<file path="config.mk">
export PLATFORM = sky130hd
export DESIGN_NAME = matmul_result_collector
export DESIGN_NICKNAME = d
export VERILOG_FILES = /design/src/rtl/matmul_result_collector.sv
export SDC_FILE = /design/constraint.sdc
export NUM_CORES = 2
export LEC_CHECK = 0
export CORE_ASPECT_RATIO = 1.2
export CORE_MARGIN = 2
export CORE_UTILIZATION = 45
export DETAILED_ROUTE_END_ITERATION = 8
export SYNTH_ARGS = -nofsm -noshare
export SYNTH_HDL_FRONTEND = slang
export SYNTH_SLANG_ARGS = --single-unit
</file>
<file path="constraint.sdc">
create_clock -name clk -period 15.8 [get_ports clk]
set_input_delay 3.16 -clock clk [delete_from_list [all_inputs] [get_ports clk]]
set_output_delay 3.16 -clock clk [all_outputs]
set_load 0.1 [all_outputs]
</file>
<file path="src/rtl/matmul_result_collector.sv">
// ---------------------------------------------------------------------------
// matmul_result_collector
//
// Receiving end of the matmul datapath result interface. Captures two complex
// result lanes into per-lane banks, keeps a wrap-around checksum of every
// accepted result, flags completion once both lanes have delivered
// N_PER_LANE results, and offers a registered random-access read port.
//
// Ports
//   clk, rst_n            clock, synchronous active-low reset
//   start                 one-cycle pulse, arms a new collection run
//   valid_in0/1           per-lane result strobes
//   din_R0/I0, din_R1/I1  per-lane signed real/imag result words
//   rd_en, rd_addr        read request; rd_addr MSB = lane, low AW bits = index
//   rd_valid, rd_R, rd_I  read response, one cycle after rd_en
//   busy, done            run status (COLLECT / DONE)
//   overflow              sticky: strobe seen on a full lane (or in DONE)
//   cnt0, cnt1            results captured per lane this run
//   sum_R, sum_I          running mod-2^DW sums of accepted real/imag parts
// ---------------------------------------------------------------------------
module matmul_result_collector #(
    parameter int unsigned DW         = 64,
    parameter int unsigned N_PER_LANE = 16,
    parameter int unsigned AW         = 4
) (
    input  logic          clk,
    input  logic          rst_n,
    input  logic          start,
    input  logic          valid_in0,
    input  logic          valid_in1,
    input  logic [DW-1:0] din_R0,
    input  logic [DW-1:0] din_I0,
    input  logic [DW-1:0] din_R1,
    input  logic [DW-1:0] din_I1,
    input  logic          rd_en,
    input  logic [AW:0]   rd_addr,
    output logic          rd_valid,
    output logic [DW-1:0] rd_R,
    output logic [DW-1:0] rd_I,
    output logic          busy,
    output logic          done,
    output logic          overflow,
    output logic [AW:0]   cnt0,
    output logic [AW:0]   cnt1,
    output logic [DW-1:0] sum_R,
    output logic [DW-1:0] sum_I
);

    localparam int unsigned CW = AW + 1;
    localparam int unsigned WW = 2 * DW;
    localparam logic [AW:0] FULL = CW'(N_PER_LANE);

    typedef enum logic [1:0] {
        ST_IDLE    = 2'd0,
        ST_COLLECT = 2'd1,
        ST_DONE    = 2'd2
    } state_e;

    state_e          state_q, state_d;
    logic [AW:0]     cnt0_q, cnt0_d;
    logic [AW:0]     cnt1_q, cnt1_d;
    logic [DW-1:0]   sum_r_q, sum_r_d;
    logic [DW-1:0]   sum_i_q, sum_i_d;
    logic            ovf_q, ovf_d;
    logic            busy_q, done_q;
    logic            we0_c, we1_c;

    logic            rd_valid_q;
    logic [DW-1:0]   rd_r_q, rd_i_q;
    logic [WW-1:0]   rd_word_c;

    // Result banks: {real, imag} per entry, not reset
    logic [WW-1:0]   bank0 [N_PER_LANE];
    logic [WW-1:0]   bank1 [N_PER_LANE];

    // Next-state, capture and checksum logic
    always_comb begin
        state_d = state_q;
        cnt0_d  = cnt0_q;
        cnt1_d  = cnt1_q;
        sum_r_d = sum_r_q;
        sum_i_d = sum_i_q;
        ovf_d   = ovf_q;
        we0_c   = 1'b0;
        we1_c   = 1'b0;

        if (start) begin
            // start wins over any strobe arriving in the same cycle
            state_d = ST_COLLECT;
            cnt0_d  = '0;
            cnt1_d  = '0;
            sum_r_d = '0;
            sum_i_d = '0;
            ovf_d   = 1'b0;
        end else begin
            case (state_q)
                ST_COLLECT: begin
                    if (valid_in0) begin
                        if (cnt0_q < FULL) begin
                            we0_c   = 1'b1;
                            cnt0_d  = cnt0_q + CW'(1);
                        end else begin
                            ovf_d   = 1'b1;
                        end
                    end
                    if (valid_in1) begin
                        if (cnt1_q < FULL) begin
                            we1_c   = 1'b1;
                            cnt1_d  = cnt1_q + CW'(1);
                        end else begin
                            ovf_d   = 1'b1;
                        end
                    end
                    sum_r_d = sum_r_q + (we0_c ? din_R0 : '0) + (we1_c ? din_R1 : '0);
                    sum_i_d = sum_i_q + (we0_c ? din_I0 : '0) + (we1_c ? din_I1 : '0);
                    if (cnt0_d == FULL && cnt1_d == FULL) begin
                        state_d = ST_DONE;
                    end
                end
                ST_DONE: begin
                    if (valid_in0 || valid_in1) begin
                        ovf_d = 1'b1;
                    end
                end
                default: begin
                    // IDLE: strobes ignored
                end
            endcase
        end
    end

    // Control/status registers
    always_ff @(posedge clk) begin
        if (!rst_n) begin
            state_q <= ST_IDLE;
            cnt0_q  <= '0;
            cnt1_q  <= '0;
            sum_r_q <= '0;
            sum_i_q <= '0;
            ovf_q   <= 1'b0;
            busy_q  <= 1'b0;
            done_q  <= 1'b0;
        end else begin
            state_q <= state_d;
            cnt0_q  <= cnt0_d;
            cnt1_q  <= cnt1_d;
            sum_r_q <= sum_r_d;
            sum_i_q <= sum_i_d;
            ovf_q   <= ovf_d;
            busy_q  <= (state_d == ST_COLLECT);
            done_q  <= (state_d == ST_DONE);
        end
    end

    // Bank writes; index is the pre-increment count
    always_ff @(posedge clk) begin
        if (we0_c) begin
            bank0[cnt0_q[AW-1:0]] <= {din_R0, din_I0};
        end
        if (we1_c) begin
            bank1[cnt1_q[AW-1:0]] <= {din_R1, din_I1};
        end
    end

    // Lane select for the read port
    always_comb begin
        rd_word_c = '0;
        if (rd_addr[AW]) begin
            rd_word_c = bank1[rd_addr[AW-1:0]];
        end else begin
            rd_word_c = bank0[rd_addr[AW-1:0]];
        end
    end

    // Registered read port; nonblocking write gives read-before-write
    always_ff @(posedge clk) begin
        if (!rst_n) begin
            rd_valid_q <= 1'b0;
            rd_r_q     <= '0;
            rd_i_q     <= '0;
        end else begin
            rd_valid_q <= rd_en;
            if (rd_en) begin
                rd_r_q <= rd_word_c[WW-1:DW];
                rd_i_q <= rd_word_c[DW-1:0];
            end
        end
    end

    assign rd_valid = rd_valid_q;
    assign rd_R     = rd_r_q;
    assign rd_I     = rd_i_q;
    assign busy     = busy_q;
    assign done     = done_q;
    assign overflow = ovf_q;
    assign cnt0     = cnt0_q;
    assign cnt1     = cnt1_q;
    assign sum_R    = sum_r_q;
    assign sum_I    = sum_i_q;

endmodule

</file>
==> results.txt <==
1st-iter DRT viols -> 11900
CP Capture Type -> flip-flop
Layout cell share with drive strength beyond 1 -> 0.240
Seq/Total Area, Yosys -> 0.731
Buf/Inv on CP -> 3
CTS H-tree depth -> 5
R2R Path End -> sum_I[61]
Reg power frac -> 0.516
Worst Skew -> 0.0636 ns
Pwr Density -> 123 nW/um^2
Initial antenna violation count -> 95
R2R depth -> 17
Post-route DRC -> 62
Vias per cell -> 6.15
Clock Pin Slew Worst Setup and Hold Paths -> 0.06 ns
Fin. max-slew vios -> 0
Chip width -> 574 microns
Gr usage total -> 0.263
Internal power -> 19000 uW
Post-placement cell count -> 13900
P_sw -> 5760 uW
First-pass GRT wire length -> 728 mm
Core area -> 389000 sq um
CP startpoint -> valid_in0
Hold Fails Final Rpt -> 0
# setup viols final -> 0
Most common cell after layout, fill and taps aside -> edfxtp_1
Critical path cell sequence -> clkdlybuf4s50_1 > nor2b_4 > buf_4 > nand2_1 > fa_1 > inv_1 > ha_1 > fa_1 > a211oi_1 > o21bai_1 > a32o_2 > o211ai_1 > a21oi_1 > o221ai_2 > o211ai_1 > a221oi_1 > xor2_1 > o21ai_1
Die area -> 395000 sq um
Main synth FF type -> edfxtp_1
Slowest stage delay, CP -> 0.60 ns
Leak -> 0.0656 uW
Async SR Flop Fraction -> 0
Synthesized flop and latch total -> 4368
Arr. time, crit path -> 9.21 ns
Power Total -> 24700 uW
Yosys Warn Count -> 0
Port bufs -> 536
Worst slew margin -> 0.134
Hold_ws -> 0.477 ns
Area Overhead vs Synth -> 14.9%
CTS root buf -> clkbuf_16
Via count -> 90500
Synth Instances -> 8370
FF-to-FF Start -> cnt0[4]
Die Y -> 688 microns
CTS tree -> built
Post-route ant nets -> 0
Clock tree buffer depth -> 4
Clock Latency Late Sink -> 1.01 ns
CP top delay family -> compound AO/OA/AOI/OAI gates
Critical Path Slowest Stage Cell -> buf_4
Netlist Area Pre-Place -> 176000 sq um
Initial core utilization -> 0.451
Logic pwr share -> 0.079
Core Util, Final -> 0.519
Final TNS setup -> 0 ns
Post-cts sizing count -> 0
Post-CTS Hold Buffers -> 0
Switching power share of the total -> 0.233
Post-synth EDFFs -> 4096
HP Class -> reg2reg
FF-to-FF setup slack -> 9.77 ns
Post-synth net total -> 8897
CTS Buf Count -> 428
DP Wirelength -> 299 mm
Max FO, Critical Path -> 55
Max Cap Violations -> 0
Failing checks -> DRC
Startpoint Class -> input pin
Maximum VDD drop -> 0.0000964 V
Req. time, crit path -> 16.61 ns
WL/cell -> 35.6 microns
Sink Count -> 4368
DR pass1 iterations -> 8
I/O pin total -> 537
Worst hold path stage count -> 1
Least-Margin Pin Slew -> 1.30 ns
Number of global-route vias before repair -> 92300
Worst Hold End -> rd_R[43]
Fmax -> 119 MHz
Post-CTS Setup Bufs -> 0
Gpl congestion -> 0.935
Hold path start -> rd_R[43]
RSZ-0062 raised after global routing -> false
Largest net degree at the start of global routing -> 158
Rows -> 251
Crit path time final -> 8.40 ns
Nets -> 9648
Filler-free cell count of the finished design -> 14700
Distinct cells, synth -> 88
Clock share of power -> 0.404
Post-Route WL -> 523 mm
Crit Path Class -> in2reg
Most frequent cells in the layout -> edfxtp_1 (4096), mux4_2 (1280), clkdlybuf4s50_1 (480), clkbuf_16 (433), nand2_1 (423)
Remaining Overflow, GRT -> 0
Final worst path period share -> 0.532
Status -> finished, violations left
Syn_area_per_cell -> 21.0 sq um
## how the worst max path moves through the flow
stage,end,slack [ns],cells past startpoint
global route,sum_I[61],7.21,18
finish,sum_I[61],7.40,18
detailed placement,sum_I[61],6.61,18
CTS,sum_I[61],7.62,18
global placement,sum_I[61],6.51,18
floorplan,bank1[3][0],2.66,4
## metrics by stage
stage               cell area, sq um  setup WS (ns)
global route                  202000           7.21
CTS                           202000           7.62
detailed placement            188000           6.61
finish                        202000           7.40
global placement              188000           6.51
floorplan                     176000           2.66
## synth_stat cells, drive strengths merged (28+ instances only)
| master | number | area (sq um) |
|---|---|---|
| mux2i | 133 | 1330 |
| nor3 | 31 | 165 |
| nand3 | 32 | 160 |
| dfxtp | 272 | 5450 |
| xor2 | 45 | 394 |
| nand4 | 47 | 300 |
| a21o | 53 | 398 |
| o21ai | 123 | 627 |
| a21oi | 221 | 1110 |
| inv | 52 | 195 |
| o21bai | 28 | 210 |
| ha | 132 | 1650 |
| nand2 | 425 | 1600 |
| fa | 128 | 2560 |
| mux4 | 1280 | 28800 |
| o211a | 129 | 1290 |
| nor2 | 136 | 510 |
| buf | 111 | 479 |
| and2 | 254 | 1590 |
| xnor2 | 66 | 578 |
| edfxtp | 4096 | 123000 |
| clkbuf | 352 | 1320 |
## registers in the layout, indices dropped and copies added, names as in the netlist, 5 cells and up
signal  flops
bank0    2048
bank1    2048
rd_I       64
rd_R       64
sum_I      64
sum_R      64
cnt0        5
cnt1        5
## final cells by class
| type | count | area (sq um) |
|---|---|---|
| fillers | 30600 | 187000 |
| flip-flops and latches | 4368 | 128000 |
| multi-input cells | 3487 | 45400 |
| clock buffers | 565 | 11600 |
| repair buffers | 784 | 7440 |
| well taps | 5186 | 6490 |
| clock inverters | 233 | 2030 |
| inverters | 52 | 195 |
| diodes | 48 | 120 |
## kinds of logic (layout without fill, tap and decap cells)
kind of cell | count (synthesis) | in the layout | share of synthesized area
buffers and inverters | 515 | 1634 | 0.0114
multiplexers | 1413 | 1413 | 0.172
AND/OR/NAND/NOR | 999 | 999 | 0.0275
AO/OA/AOI/OAI | 704 | 704 | 0.0284
flip-flops | 4368 | 4368 | 0.731
adder cells (fa/ha/maj) | 260 | 260 | 0.0240
XOR/XNOR | 111 | 111 | 0.00554
other | 0 | 48 | 0
## power by group through the flow
stage / logic, uW / clock network (uW) / registers [uW]
floorplan: 960 / 0 / 13300
global placement: 1940 / 0 / 13000
detailed placement: 1960 / 0 / 13000
CTS: 1970 / 10200 / 12800
global route: 2080 / 10600 / 12800
finish: 1960 / 10000 / 12800
## per-layer routing
layer	track usage	up-vias	wire length, microns
li1	-	36200	-
met1	0.354	49400	204000
met2	0.432	4067	256000
met3	0.0522	776	44600
met4	0.0891	42	18000
met5	0	-	243
(Power assumes the default switching activity.)
